## src/rtl/dma_multi_channel_controller_pkg.sv

```systemverilog
// Shared types and helpers for the multi-channel DMA controller.
// State encoding, default widths and round-robin index math.
package dma_pkg;

  typedef enum logic [1:0] {
    IDLE,
    READ,
    WRITE
  } dma_state_e;

  localparam int DMA_NUM_CH = 4;
  localparam int DMA_DATA_W = 8;
  localparam int DMA_ADDR_W = 8;
  localparam int DMA_SIZE_W = 8;

  function automatic int rr_index(
    input int base,
    input int off,
    input int n
  );
    return (base + off) % n;
  endfunction

endpackage

```

## src/rtl/dma_multi_channel_controller_if.sv

```systemverilog
// Byte-source and memory-write bundle of the DMA controller.
// master = controller side, slave = source/memory side.
interface dma_multi_channel_controller_if #(
  parameter int DATA_WIDTH = 8,
  parameter int ADDR_WIDTH = 8
);

  logic [DATA_WIDTH-1:0] src_data;
  logic                  src_valid;
  logic                  src_ready;
  logic [ADDR_WIDTH-1:0] mem_write_address;
  logic [DATA_WIDTH-1:0] mem_write_data;
  logic                  mem_write_enable;

  modport master (
    input  src_data,
    input  src_valid,
    output src_ready,
    output mem_write_address,
    output mem_write_data,
    output mem_write_enable
  );

  modport slave (
    output src_data,
    output src_valid,
    input  src_ready,
    input  mem_write_address,
    input  mem_write_data,
    input  mem_write_enable
  );

endinterface

```

## src/rtl/dma_multi_channel_controller_rr_arbiter.sv

```systemverilog
// Combinational round-robin arbiter for the DMA controller.
// Search begins at the channel after last_grant.
module dma_rr_arbiter
  import dma_pkg::*;
#(
  parameter int NUM_CH = DMA_NUM_CH,
  localparam int IW = $clog2(NUM_CH)
) (
  input  logic [NUM_CH-1:0] req,
  input  logic [IW-1:0]     last_grant,
  output logic [IW-1:0]     grant,
  output logic              any_grant
);

  always_comb begin : arb
    logic [IW-1:0] sel;
    sel       = '0;
    grant     = '0;
    any_grant = 1'b0;
    for (int k = 1; k <= NUM_CH; k++) begin
      sel = IW'(rr_index(int'(last_grant), k, NUM_CH));
      if (!any_grant && req[sel]) begin
        any_grant = 1'b1;
        grant     = sel;
      end
    end
  end

endmodule

```

## src/rtl/dma_multi_channel_controller.sv

```systemverilog
// Multi-channel round-robin DMA: byte stream in, memory writes out.
// Optional abort support with `define DMA_ABORT_EN.
module dma_multi_channel_controller
  import dma_pkg::*;
#(
  parameter int NUM_CH     = DMA_NUM_CH,
  parameter int DATA_WIDTH = DMA_DATA_W,
  parameter int ADDR_WIDTH = DMA_ADDR_W,
  parameter int SIZE_WIDTH = DMA_SIZE_W
) (
  input  logic                         clk,
  input  logic                         rst,
  input  logic [NUM_CH-1:0]            ch_start,
  input  logic [NUM_CH*ADDR_WIDTH-1:0] ch_start_address,
  input  logic [NUM_CH*SIZE_WIDTH-1:0] ch_transfer_size,
  input  logic [NUM_CH-1:0]            ch_fixed_addr,
  output logic [NUM_CH-1:0]            ch_busy,
  output logic [NUM_CH-1:0]            ch_done,
`ifdef DMA_ABORT_EN
  input  logic [NUM_CH-1:0]            ch_abort,
  output logic [NUM_CH-1:0]            ch_aborted,
`endif
  dma_multi_channel_controller_if.master bus,
  output logic [$clog2(NUM_CH)-1:0]    active_ch
);

  localparam int IW = $clog2(NUM_CH);

  dma_state_e state_q, state_d;

  logic [NUM_CH-1:0]     start_q, rise;
  logic [NUM_CH-1:0]     pend_q, pend_d;
  logic [NUM_CH-1:0]     done_d, req;
  logic [ADDR_WIDTH-1:0] addr_sh [NUM_CH];
  logic [SIZE_WIDTH-1:0] size_sh [NUM_CH];
  logic [NUM_CH-1:0]     fixed_sh;
  logic [ADDR_WIDTH-1:0] cur_addr_q, hold_addr_q;
  logic [SIZE_WIDTH-1:0] cnt_q;
  logic [DATA_WIDTH-1:0] data_q;
  logic [IW-1:0]         act_q, last_q, grant;
  logic                  any_grant, load, take, adv, fin;
  logic                  last_byte, abort_act;
  logic                  src_rdy, we;

  assign rise      = ch_start & ~start_q;
  assign ch_busy   = pend_q;
  assign active_ch = act_q;
  assign last_byte = (cnt_q == size_sh[act_q] - SIZE_WIDTH'(1));

`ifdef DMA_ABORT_EN
  logic [NUM_CH-1:0] abrt_d;
  assign abort_act = ch_abort[act_q] && (state_q != IDLE);
  assign req       = pend_q & ~ch_abort;
`else
  assign abort_act = 1'b0;
  assign req       = pend_q;
`endif

  dma_rr_arbiter #(
    .NUM_CH(NUM_CH)
  ) u_arb (
    .req       (req),
    .last_grant(last_q),
    .grant     (grant),
    .any_grant (any_grant)
  );

  always_comb begin
    state_d = state_q;
    src_rdy = 1'b0;
    we      = 1'b0;
    load    = 1'b0;
    take    = 1'b0;
    adv     = 1'b0;
    fin     = 1'b0;
    unique case (state_q)
      IDLE: begin
        if (any_grant) begin
          load    = 1'b1;
          state_d = READ;
        end
      end
      READ: begin
        src_rdy = !abort_act;
        if (abort_act) begin
          fin     = 1'b1;
          state_d = IDLE;
        end else if (bus.src_valid) begin
          take    = 1'b1;
          state_d = WRITE;
        end
      end
      WRITE: begin
        we  = 1'b1;
        adv = 1'b1;
        if (last_byte || abort_act) begin
          fin     = 1'b1;
          state_d = IDLE;
        end else begin
          state_d = READ;
        end
      end
      default: state_d = IDLE;
    endcase
  end

  assign bus.src_ready         = src_rdy;
  assign bus.mem_write_enable  = we;
  assign bus.mem_write_address = we ? cur_addr_q : hold_addr_q;
  assign bus.mem_write_data    = data_q;

  // Start edges on a busy channel are dropped; size 0 completes at once.
  always_comb begin
    pend_d = pend_q;
    done_d = '0;
`ifdef DMA_ABORT_EN
    abrt_d = '0;
`endif
    for (int i = 0; i < NUM_CH; i++) begin
      if (rise[i] && !pend_q[i]) begin
        if (ch_transfer_size[i*SIZE_WIDTH +: SIZE_WIDTH] != '0)
          pend_d[i] = 1'b1;
        else
          done_d[i] = 1'b1;
      end
    end
`ifdef DMA_ABORT_EN
    for (int i = 0; i < NUM_CH; i++) begin
      if (ch_abort[i] && pend_q[i] &&
          !(state_q != IDLE && act_q == IW'(i))) begin
        pend_d[i] = 1'b0;
        abrt_d[i] = 1'b1;
      end
    end
`endif
    if (fin) begin
      pend_d[act_q] = 1'b0;
`ifdef DMA_ABORT_EN
      if (abort_act)
        abrt_d[act_q] = 1'b1;
      else
        done_d[act_q] = 1'b1;
`else
      done_d[act_q] = 1'b1;
`endif
    end
  end

  always_ff @(posedge clk or posedge rst) begin
    if (rst)
      state_q <= IDLE;
    else
      state_q <= state_d;
  end

  always_ff @(posedge clk or posedge rst) begin
    if (rst) begin
      start_q     <= '0;
      pend_q      <= '0;
      ch_done     <= '0;
      fixed_sh    <= '0;
      cur_addr_q  <= '0;
      hold_addr_q <= '0;
      cnt_q       <= '0;
      data_q      <= '0;
      act_q       <= '0;
      last_q      <= IW'(NUM_CH - 1);
      for (int i = 0; i < NUM_CH; i++) begin
        addr_sh[i] <= '0;
        size_sh[i] <= '0;
      end
`ifdef DMA_ABORT_EN
      ch_aborted  <= '0;
`endif
    end else begin
      start_q <= ch_start;
      pend_q  <= pend_d;
      ch_done <= done_d;
`ifdef DMA_ABORT_EN
      ch_aborted <= abrt_d;
`endif
      for (int i = 0; i < NUM_CH; i++) begin
        if (rise[i] && !pend_q[i]) begin
          addr_sh[i]  <= ch_start_address[i*ADDR_WIDTH +: ADDR_WIDTH];
          size_sh[i]  <= ch_transfer_size[i*SIZE_WIDTH +: SIZE_WIDTH];
          fixed_sh[i] <= ch_fixed_addr[i];
        end
      end
      if (load) begin
        cur_addr_q <= addr_sh[grant];
        cnt_q      <= '0;
        act_q      <= grant;
      end
      if (take)
        data_q <= bus.src_data;
      // Address shown during WRITE is held afterwards for a stable bus.
      if (adv) begin
        hold_addr_q <= cur_addr_q;
        cnt_q       <= cnt_q + SIZE_WIDTH'(1);
        if (!fixed_sh[act_q])
          cur_addr_q <= cur_addr_q + ADDR_WIDTH'(1);
      end
      if (fin)
        last_q <= act_q;
    end
  end

endmodule

```

## src/flat_wrapper.sv

```systemverilog
// flat-port wrapper written by rule: the top's interface ports become plain ports
module dma_multi_channel_controller_flat import dma_pkg::*;
#(
  parameter int NUM_CH     = DMA_NUM_CH,
  parameter int DATA_WIDTH = DMA_DATA_W,
  parameter int ADDR_WIDTH = DMA_ADDR_W,
  parameter int SIZE_WIDTH = DMA_SIZE_W
)
  (clk, rst, ch_start, ch_start_address, ch_transfer_size, ch_fixed_addr, ch_busy, ch_done, active_ch, bus_src_data, bus_src_valid, bus_src_ready, bus_mem_write_address, bus_mem_write_data, bus_mem_write_enable);
  dma_multi_channel_controller_if #(.DATA_WIDTH(DATA_WIDTH), .ADDR_WIDTH(ADDR_WIDTH)) bus_i ();
  input  logic clk;
  input  logic rst;
  input  logic [NUM_CH-1:0] ch_start;
  input  logic [NUM_CH*ADDR_WIDTH-1:0] ch_start_address;
  input  logic [NUM_CH*SIZE_WIDTH-1:0] ch_transfer_size;
  input  logic [NUM_CH-1:0] ch_fixed_addr;
  output logic [NUM_CH-1:0] ch_busy;
  output logic [NUM_CH-1:0] ch_done;
  output logic [$clog2(NUM_CH)-1:0] active_ch;
  input wire logic [$bits(bus_i.src_data)-1:0] bus_src_data;
  input wire logic [$bits(bus_i.src_valid)-1:0] bus_src_valid;
  output wire logic [$bits(bus_i.src_ready)-1:0] bus_src_ready;
  output wire logic [$bits(bus_i.mem_write_address)-1:0] bus_mem_write_address;
  output wire logic [$bits(bus_i.mem_write_data)-1:0] bus_mem_write_data;
  output wire logic [$bits(bus_i.mem_write_enable)-1:0] bus_mem_write_enable;
  assign bus_i.src_data = bus_src_data;
  assign bus_i.src_valid = bus_src_valid;
  assign bus_src_ready = bus_i.src_ready;
  assign bus_mem_write_address = bus_i.mem_write_address;
  assign bus_mem_write_data = bus_i.mem_write_data;
  assign bus_mem_write_enable = bus_i.mem_write_enable;
  dma_multi_channel_controller #(.NUM_CH(NUM_CH), .DATA_WIDTH(DATA_WIDTH), .ADDR_WIDTH(ADDR_WIDTH), .SIZE_WIDTH(SIZE_WIDTH)) u_core (.clk(clk), .rst(rst), .ch_start(ch_start), .ch_start_address(ch_start_address), .ch_transfer_size(ch_transfer_size), .ch_fixed_addr(ch_fixed_addr), .ch_busy(ch_busy), .ch_done(ch_done), .bus(bus_i), .active_ch(active_ch));
endmodule
```

## config.mk

```make
export PLATFORM = sky130hd
export DESIGN_NAME = dma_multi_channel_controller_flat
export DESIGN_NICKNAME = d
export VERILOG_FILES = /design/src/rtl/dma_multi_channel_controller_pkg.sv /design/src/rtl/dma_multi_channel_controller_if.sv /design/src/rtl/dma_multi_channel_controller_rr_arbiter.sv /design/src/rtl/dma_multi_channel_controller.sv /design/src/flat_wrapper.sv
export SDC_FILE = /design/constraint.sdc
export NUM_CORES = 1
export LEC_CHECK = 0
export ABC_CLOCK_PERIOD_IN_PS = 5300
export BUFFER_PORTS_ARGS = -buffer_cell sky130_fd_sc_hd__buf_2
export CAP_MARGIN = 25
export CORE_ASPECT_RATIO = 0.7
export CORE_UTILIZATION = 60
export CTS_CLUSTER_DIAMETER = 200
export DETAILED_ROUTE_END_ITERATION = 10
export PLACE_DENSITY = 0.86
export SLEW_MARGIN = 25
export SYNTH_ARGS = -nofsm -noshare
export SYNTH_HDL_FRONTEND = slang
export SYNTH_SLANG_ARGS = --single-unit
export TNS_END_PERCENT = 10
```

## constraint.sdc

```tcl
create_clock -name clk -period 5.3 [get_ports clk]
set_clock_uncertainty 0.05 [all_clocks]
set_input_delay 0 -clock clk [delete_from_list [all_inputs] [get_ports clk]]
set_output_delay 0 -clock clk [all_outputs]
set_load 0.01 [all_outputs]
```

==> metrics.md, run 1 <==
| Metric | Value |
|---|---|
| Congestion Overflow GR | 0 |
| Vias in the first global route | roughly 5.3k |
| Synth Warn # | 0 |
| Top Ports | 111 |
| CP Buf/Inv Count | 1 |
| Final setup vio count | 0 |
| Root buffer cell | clkbuf_16 |
| Crit path arrival time | between 4 and 5 ns |
| DRT Pass-1 Iters | 5 |
| Slew @ Worst Pin | 0.9428 ns |
| Synth cell types | 55 |
| Max incr delay on CP | between 0.9 and 1 ns |
| Worst skew pair latency | around 0.43 ns |
| Core outline area | 9107 um^2 |
| Hold Crit Class | input port to async pin |
| Initial Util | 62.08% |
| DP HPWL | approximately 10 mm |
| Static Leak | about 3.5 nW |
| Htree depth | 4 |
| Clk buf depth | 2 |
| Clock share of power | approximately 31% |
| Filler cell count | 411 |
| Final net count | roughly 740 |
| Initial antenna violation count | 2 |
| CTS tree | done |
| Die X-Extent | 118.0 um |
| Stages on the worst setup path | 9 |
| F_max | about 260 MHz |
| Post-CTS setup buffer count | 0 |
| Synthesis-to-finish area growth | 37.49% |
| CP max stage cell | dfrtp_1 |
| Comb pwr share | about 32% |
| Synth Flop Type | dfrtp_1 |
| Post-synth EDFFs | 0 |
| Outcome | finished, final reports clean |
| Peak VDD IR | between 300 and 400 uV |
| Fin crit share | 72.93% |
| P_int | between 2 and 2.5 mW |
| Crit-path cells | mux4_1 > inv_1 > ha_1 > o2111ai_1 > a211oi_1 > o31ai_1 > o221ai_2 > nand4b_4 > o31a_1 |
| Sw Share | 35.20% |
| Relative slew slack | between 30% and 40% |
| #FFs+latches synth | 118 |
| Largest net degree at the start of global routing | 79 |
| Crit end category | flop |
| Seq/Total Area, Yosys | a little over half |
| Minimum clock period | 3.865 ns |
| Crit Path Max Fanout | 22 |
| Clk slew on worst S/H paths | around 0.06 ns |
| Via count | 5019 |
| Final slew viol count | 0 |
| Via density | 6.313 |
| CTS Buf Count | 17 |
| Setup TNS | 0 ns |
| DR iter-0 viols | 641 |
| Kind of critical path | flop to flop |
| Sequential share of power | 36.7% |
| NetSw | 1.326 mW |
| All-Layer GR Usage | 40.33% |
| Mapped Avg Cell Area | 12.32 um^2 |
| Cells on worst reg2reg path | 9 |
| Fin. Hold Viols | 0 |
| RSZ-0062 raised after global routing | no |
| Placer Congestion | a little under 0.9 |
| Die Height | 83.22 um |
| Net Count, Synth | 545 |
| CTS sink cnt | approximately 120 |
| Pwr per Cell Area | 484.6 nW/um^2 |
| Die Footprint | 9822 um^2 |
| I/O Buffers | 110 |
| Row count | 29 |
| Residual DRC count | 0 |
| Fraction of layout cells with a size suffix above 1 | a little under two fifths |
| Worst Path Required | 5.56 ns |
| Delay-heaviest family, CP | compound AO/OA/AOI/OAI gates |
| Max_cap viols | 0 |
| Synth async-reset ratio | 100.0% |
| Crit start category | flop |
| Synth Cell Area | 5654 um^2 |
| Routed len/inst | 23.21 um |
| Final core occ | between 80% and 90% |
| Detail Route Antenna Nets | 0 |
| Routed WL | 18.45 mm |
| Syn Inst Count | 459 |
| First-pass GRT wire length | 29.14 mm |
==> power by group through the flow <==
stage          registers, mW  clock network [mW]  logic [mW]
2_1_floorplan           1.28                   0       0.830
3_3_place_gp            1.33                   0        1.04
3_5_place_dp            1.35                   0        1.09
4_1_cts                 1.35                1.16        1.15
5_1_grt                 1.40                1.21        1.30
6_report                1.38                1.17        1.22
==> layout make-up <==
class                   count  area, um^2  area share (%)
diodes                      1       2.502         0.03219
clock buffers              19       452.9           5.826
clock inverters            13       147.6           1.899
inverters                  11       43.79          0.5633
multi-input cells         310        2589           33.30
flip-flops and latches    118        2955           38.02
well taps                 124       155.1           1.996
repair buffers            199        1428           18.36
==> sequential cells by signal, indices dropped and copies added, names as in the netlist, 4 cells and up <==
signal / flops
u_core.bus.mem_write_data: 8
u_core.ch_done: 4
u_core.fixed_sh: 4
u_core.hold_addr_q: 8
u_core.addr_sh: 32
u_core.start_q: 4
u_core.size_sh: 32
u_core.ch_busy: 4
u_core.cnt_q: 8
u_core.cur_addr_q: 8
==> per-stage QoR <==
| step | hold slack (ns) | setup WS, ns | cell area [um^2] | cells | total power [mW] |
|---|---|---|---|---|---|
| 2_1_floorplan | -0.01857 | 2.124 | 5654 | 459 | 2.105 |
| 3_3_place_gp | 0.009267 | 1.927 | 6346 | 680 | 2.369 |
| 3_5_place_dp | 0.02287 | 1.743 | 6346 | 680 | 2.444 |
| 4_1_cts | 0.1209 | 1.717 | 7767 | 794 | 3.656 |
| 5_1_grt | 0.1724 | 1.315 | 7771 | 794 | 3.916 |
| 6_report | 0.1230 | 1.435 | 7774 | 795 | 3.767 |
==> final timing paths <==
kind                                                  from                              end  slack, ns
setup / recovery           u_core.active_ch[0]$_DFFE_PP0P_      u_core.ch_busy[0]$_DFF_PP0_       1.43
hold / removal                                         rst  u_core.hold_addr_q[3]$_DFF_PP0_       0.12
setup reg to reg           u_core.active_ch[0]$_DFFE_PP0P_      u_core.ch_busy[0]$_DFF_PP0_       1.43
hold reg to reg            u_core.hold_addr_q[4]$_DFF_PP0_  u_core.hold_addr_q[4]$_DFF_PP0_       0.43
max in group asynchronous                              rst   u_core.size_sh[26]$_DFFE_PP0P_       4.00
min in group clk                               ch_start[0]      u_core.start_q[0]$_DFF_PP0_       0.20
==> layout by cell type (no fill, tap or decap), drive strengths merged, types with 7 or more instances in the layout <==
cell         count
buf            117
clkbuf          19
dfrtp          116
dlygate4sd3     82
inv             13
mux2            86
mux2i            8
mux4            10
nand2           49
nand3            7
nor2            16
nor3b            8
nor4            10
o21ai           28
xnor2            8
==> worst min-delay path, delay by kind of cell <==
| family | cells | cell delay (ns) |
|---|---|---|
| buffers and inverters | 3 | 1.05 |
==> logic make-up (layout without fill, tap and decap cells) <==
kind of cell	Yosys count	count (layout)	share of synthesized area [%]
and+or+nand+nor	123	123	11.48
DFF	118	118	52.27
muxes	104	104	23.06
AOI/OAI and AO/OA	68	68	8.454
buffers and inverters	31	242	2.213
xor gates and xnor gates	12	12	1.859
adders and majority gates	3	3	0.6639
other	0	1	0
==> Yosys cell counts, types with 2 or more instances <==
cell type | count | area (um^2)
o22ai_1 | 3 | 18.77
xor2_1 | 4 | 35.03
nor4_1 | 9 | 56.30
xnor2_1 | 8 | 70.07
nand2b_1 | 6 | 37.54
or2_2 | 2 | 12.51
mux2i_1 | 8 | 80.08
o221ai_1 | 2 | 17.52
nand3b_1 | 2 | 15.01
a211oi_1 | 4 | 30.03
a21oi_1 | 4 | 20.02
nor3_1 | 4 | 20.02
mux2_4 | 2 | 30.03
buf_1 | 3 | 11.26
nand4_1 | 2 | 12.51
mux2_2 | 84 | 945.9
dfstp_2 | 2 | 52.55
nand2_1 | 49 | 183.9
o31ai_1 | 3 | 22.52
o21ai_0 | 28 | 140.1
o2111ai_1 | 2 | 17.52
a31oi_1 | 4 | 25.02
mux4_2 | 4 | 90.09
clkbuf_1 | 15 | 56.30
and3_1 | 6 | 37.54
nor2_1 | 16 | 60.06
mux4_1 | 6 | 157.7
a221o_1 | 6 | 60.06
ha_1 | 3 | 37.54
inv_1 | 11 | 41.29
nand3_1 | 7 | 35.03
nor3b_1 | 8 | 60.06
or3_1 | 2 | 12.51
nor2b_1 | 4 | 25.02
dfrtp_1 | 116 | 2903
==> what timing repair did <==
action	in CTS	in global routing
resized for setup	0	0
hold endpoints to repair	128	0
hold buffers	82	0
==> per-layer routing <==
metal	up-vias	global-route usage, %	share of wire [%]
met4	2	21.21	5.4
met5	-	0	0.060
met3	113	14.70	11
li1	2092	-	-
met2	396	62.94	46
met1	2416	49.34	38
(Power assumes the default switching activity.)
==> run 2: changes to the inputs <==
- ABC_CLOCK_PERIOD_IN_PS: 5300 -> 3800
- CORE_UTILIZATION: 60 -> 55
- PLACE_DENSITY: 0.86 -> 0.8
- clock period: 5.3 -> 3.8 ns (I/O delays scaled with it)
==> run 2 against run 1 <==
Sequential cell count stayed put; global-route usage is 7.2 points lower; final area hardly changed; routed wire length is 11% lower; clock power is 38% higher; die area is 8.9% higher; critical path type unchanged.
==> metrics.md, run 2 (synthesis gave the netlist of run 1 again) <==
| Metric | Value |
|---|---|
| Sw Share | 33.42% |
| Die X-Extent | 123.2 um |
| Fin crit share | 83.05% |
| Top Ports | 111 |
| Clk slew on worst S/H paths | roughly 0.060 ns |
| NetSw | 1.724 mW |
| # resized after CTS | 0 |
| Worst hold slack | 0.2061 ns |
| Largest net degree at the start of global routing | 85 |
| Sequential share of power | 36.1% |
| Setup TNS | 0 ns |
| Max incr delay on CP | a little under 0.8 ns |
| Final setup vio count | 0 |
| Kind of critical path | flop to flop |
| Root buffer cell | clkbuf_16 |
| Worst Path Required | 4.10 ns |
| Initial Util | 57.49% |
| Outcome | finished, final reports clean |
| CTS sink cnt | 118 |
| Die Footprint | 10700 um^2 |
| P_int | 3.434 mW |
| Vias in the first global route | 4998 |
| Static Leak | ~3.5 nW |
| Comb pwr share | 32.8% |
| Clk buf depth | 2 |
| Die Height | between 80 and 90 um |
| CTS Buf Count | 17 |
| Synthesis-to-finish area growth | 37.42% |
| DRT Pass-1 Iters | 7 |
| Crit-path cells | mux4_1 > inv_1 > ha_1 > o2111ai_1 > a211oi_1 > o31ai_1 > o221ai_2 > nand4b_4 > mux2_4 |
| CP max stage cell | dfrtp_1 |
| DR iter-0 viols | 366 |
| Crit start category | flop |
| Post-CTS setup buffer count | 0 |
| Biggest regs | u_core.addr_sh: 32 flops, u_core.size_sh: 32 flops |
| RSZ-0062 raised after global routing | no |
| Crit Path Max Fanout | 18 |
| F_max | 316.9 MHz |
| Pwr per Cell Area | 663.8 nW/um^2 |
| Initial antenna violation count | 0 |
| Routed len/inst | approximately 21 um |
| Relative slew slack | a little under 30% |
| Leading cell types in the layout, fill and taps excluded | 116 x dfrtp_1, 110 x buf_2, 84 x mux2_2, 82 x dlygate4sd3_1, 49 x nand2_1 |
| I/O Buffers | 110 |
| Worst skew pair latency | 0.43 ns |
| Fin. Hold Viols | 0 |
| All-Layer GR Usage | 33.11% |
| Placement Cell Area | 6359 um^2 |
| Design area | 7770 um^2 |
| Minimum clock period | 3.156 ns |
| Detail Route Antenna Nets | 0 |
| Commonest non-fill, non-tap cell in the layout | dfrtp_1 |
| Via count | 4752 |
| First-pass GRT wire length | 25.68 mm |
| Hold_buf cts | 82 |
| DP HPWL | 9.799 mm |
| Row count | 30 |
| Core outline area | 9834 um^2 |
| Final slew viol count | 0 |
| Crit path arrival time | between 3 and 4 ns |
| Via density | 5.947 |
| Placer Congestion | 0.9249 |
| Routed WL | 16.44 mm |
| Crit end category | flop |
| CTS tree | done |
| Ant diodes | 0 |
| Congestion Overflow GR | 0 |
| Clock share of power | 31.2% |
| Fraction of layout cells with a size suffix above 1 | 37.56% |
| Htree depth | 4 |
| Final net count | approximately 740 |
| Hold Crit Class | input port to async pin |
| Residual DRC count | 0 |
| Peak VDD IR | around 370 uV |
| Total power | 5.158 mW |
| Slew @ Worst Pin | 1.053 ns |
| Max_cap viols | 0 |
run 2: cell types whose count changed in the layout (fill, tap and decap cells not counted), sizes merged:
cell / previous run / this run
diode: 1 / 0
clkbuf: 19 / 24
buf: 117 / 118
inv: 13 / 11
clkinvlp: 4 / 1
run 2: path summary, 6_finish.rpt:
kind                                                  from  slack [ns]                                       end  depth (start not counted)
hold / removal                                         rst        0.21  u_core.bus.mem_write_data[5]$_DFFE_PP0P_                          3
setup / recovery           u_core.active_ch[1]$_DFFE_PP0P_        0.64              u_core.last_q[0]$_DFFE_PP1N_                          9
hold reg to reg            u_core.hold_addr_q[4]$_DFF_PP0_        0.42           u_core.hold_addr_q[4]$_DFF_PP0_                          2
max in group asynchronous                              rst        2.55            u_core.size_sh[23]$_DFFE_PP0P_                          4
setup reg to reg           u_core.active_ch[1]$_DFFE_PP0P_        0.64              u_core.last_q[0]$_DFFE_PP1N_                          9
min in group clk                               ch_start[2]        0.21               u_core.start_q[2]$_DFF_PP0_                          2
run 2: critical path, delay by kind of cell, from the launching register on:
family,cells,cell delay (ns)
compound gates,4,0.72
buf+inv,1,0.11
mux,2,0.82
flops,1,0.77
fa+ha+maj,1,0.37
simple gates,1,0.23
run 2: area by class of cell:
class | instances | area (um^2)
clock inverter | 8 | 96.34
tap | 128 | 160.2
sequential | 118 | 2955
multi-input combinational | 310 | 2589
inverter | 11 | 46.29
clock buffer | 24 | 491.7
fill | 570 | 2064
timing repair buffer | 200 | 1431
run 2: per-layer routing:
metal  GRT usage, %  wire [um]  vias up
li1               -          -     2087
met1          43.39       6969     2352
met2          52.26       7689      262
met3          9.013       1343       51
met4          13.91        441        0
met5              0          0        -
run 2: power by group through the flow:
stage / clock, mW / sequential, mW / combinational (mW)
floorplan: 0 / 1.78 / 1.16
global placement: 0 / 1.83 / 1.50
detailed placement: 0 / 1.85 / 1.57
CTS: 1.60 / 1.84 / 1.65
global route: 1.66 / 1.89 / 1.83
finish: 1.61 / 1.86 / 1.69
run 2: per-stage QoR:
step           cells  utilization (%)  setup WS, ns
6_report         799            79.01        0.6442
5_1_grt          799            79.01        0.4716
4_1_cts          799            78.98        0.7140
3_5_place_dp     685            64.66        0.7019
3_3_place_gp     685            64.66        0.8393
2_1_floorplan    459                -        0.6242
==> run 3: changes to the inputs <==
- ABC_CLOCK_PERIOD_IN_PS: 3800 -> 2600
- CORE_UTILIZATION: 55 -> 50
- PLACE_DENSITY: 0.8 -> 0.76
- clock period: 3.8 -> 2.6 ns (I/O delays scaled with it)
==> run 3 against run 2 <==
The flow now finishes with violations (setup timing); fmax rose by 10%; core utilization fell by 6.1 points; non-clock buffer count rose by 22; die area rose by 9.8%; largest cell class unchanged; largest power group is now combinational cells.
==> metrics.md, run 3 (synthesis gave the netlist of run 1 again) <==
| Metric | Value |
|---|---|
| Outcome | complete, but fails checks |
| Failing checks | setup timing |
| Final slew viol count | 0 |
| Crit path arrival time | 3.16 ns |
| CP max stage cell | mux4_2 |
| Clk slew on worst S/H paths | 0.06 ns |
| Placer Congestion | 0.9068 |
| F_max | between 300 and 400 MHz |
| Fin. Hold Viols | 0 |
| Synthesis-to-finish area growth | 41.98% |
| Ant diodes | 0 |
| Htree depth | 4 |
| Congestion Overflow GR | 0 |
| Initial antenna violation count | 0 |
| CP Buf/Inv Count | 2 |
| Max incr delay on CP | 0.55 ns |
| Peak VDD IR | around 720 uV |
| Top Ports | 111 |
| Crit-path cells | buf_6 > mux4_2 > buf_4 > nor4_4 > xnor2_1 > nor4b_2 > a31oi_2 > nand4b_4 > mux2_4 |
| Die X-Extent | ~130 um |
| Via density | 5.671 |
| First-pass GRT wire length | around 27 mm |
| Static Leak | 3.621 nW |
| Core outline area | 11010 um^2 |
| CTS Buf Count | 17 |
| Fraction of layout cells with a size suffix above 1 | 41.79% |
| Residual DRC count | 0 |
| Pwr per Cell Area | about 960 nW/um^2 |
| Max_cap viols | 0 |
| Leading cell types in the layout, fill and taps excluded | 115 x dfrtp_1, 110 x buf_2, 84 x mux2_2, 82 x dlygate4sd3_1, 49 x nand2_1 |
| Slew @ Worst Pin | 1.010 ns |
| Worst slack at placement | -0.2818 ns |
| Design area | 8028 um^2 |
| Clk buf depth | 2 |
| Initial Util | 51.35% |
| Vias in the first global route | 5105 |
| Die Height | 90.97 um |
| Worst Path Required | 2.89 ns |
| Commonest non-fill, non-tap cell in the layout | dfrtp_1 |
| Final setup vio count | 11 |
| DR iter-0 viols | 316 |
| Placement Cell Area | 6541 um^2 |
| Delay-heaviest family, CP | multiplexers |
| Fin crit share | 110.3% |
| Via count | 4803 |
| Biggest regs | u_core.addr_sh: 32 flops, u_core.size_sh: 32 flops |
| CTS sink cnt | 118 |
| Relative slew slack | 32.15% |
| Detail Route Antenna Nets | 0 |
| Minimum clock period | 2.867 ns |
| Root buffer cell | clkbuf_16 |
| Row count | 32 |
| Routed len/inst | 20.06 um |
| Kind of critical path | flop to flop |
| Largest net degree at the start of global routing | between 70 and 80 |
| Crit end category | flop |
| Final net count | 767 |
| I/O Buffers | 110 |
| RSZ-0062 raised after global routing | yes |
| DRT Pass-1 Iters | 5 |
| Final setup margin | -0.2668 ns |
| Routed WL | 16.99 mm |
| Worst skew pair latency | 0.41 ns |
| All-Layer GR Usage | 31.23% |
| Crit Path Max Fanout | 8 |
| Crit start category | flop |
| Die Footprint | 11740 um^2 |
| DP HPWL | 10.18 mm |
| CTS tree | done |
| Hold Crit Class | input port to flop |
-- run 3: cell count changes in the layout (fill, tap and decap cells not counted), moves of 3 or more --
cell and delta:
clkinvlp_4 +6, clkbuf_8 -3, buf_4 +19, buf_6 +3, clkbuf_1 -3
-- run 3: timing repair --
action,CTS,global route
pin swaps,4,0
setup buffers,2,0
hold buffers,82,0
hold endpoints to repair,203,0
cloned,1,0
gates resized for setup,14,6
setup endpoints to repair,11,12
-- run 3: layout make-up --
cell class	count	area, um^2
fillers	715	2983
flip-flops and latches	118	2957
multi-input cells	311	2684
repair buffers	222	1608
clock buffers	18	439.2
well taps	153	191.4
clock inverters	14	103.9
inverters	11	45.04
-- run 3: final timing paths --
kind                            slack (ns)                         endpoint                       startpoint  depth (start not counted)
worst max-delay path                 -0.27     u_core.last_q[1]$_DFFE_PP1N_  u_core.active_ch[0]$_DFFE_PP0P_                          9
worst min-delay path                  0.24      u_core.start_q[1]$_DFF_PP0_                      ch_start[1]                          2
worst max register to register       -0.27     u_core.last_q[1]$_DFFE_PP1N_  u_core.active_ch[0]$_DFFE_PP0P_                          9
worst min register to register        0.42  u_core.hold_addr_q[4]$_DFF_PP0_  u_core.hold_addr_q[4]$_DFF_PP0_                          2
max in group asynchronous             1.66  u_core.active_ch[0]$_DFFE_PP0P_                              rst                          4
min in group asynchronous             0.28   u_core.size_sh[12]$_DFFE_PP0P_                              rst                          4
-- run 3: where the power goes --
part           switching (mW)  leakage (nW)  total, mW  internal (mW)
Combinational            1.48          1.94       2.91           1.43
Sequential              0.361          1.43       2.68           2.32
Clock                   0.888         0.251       2.13           1.25
Total                    2.73          3.62       7.73           4.99
-- run 3: through the flow --
step	power (mW)	hold slack, ns	util, %	std cells	setup TNS, ns
after floorplan	4.292	-0.01857	-	459	-1.744
after global placement	5.020	0.06989	59.41	730	-0.8416
after detailed placement	5.149	0.07368	59.41	730	-2.298
after CTS	7.572	0.1823	72.57	847	-1.037
after global routing	8.123	0.2309	72.91	847	-3.180
final	7.726	0.2395	72.91	847	-2.183
-- run 3: layer usage --
| metal | track usage, % | up-vias | wire (um) |
|---|---|---|---|
| li1 | - | 2138 | - |
| met1 | 40.44 | 2390 | 7274 |
| met2 | 49.78 | 227 | 8221 |
| met3 | 7.837 | 48 | 1011 |
| met4 | 13.53 | 0 | 486 |
| met5 | 0 | - | 0 |
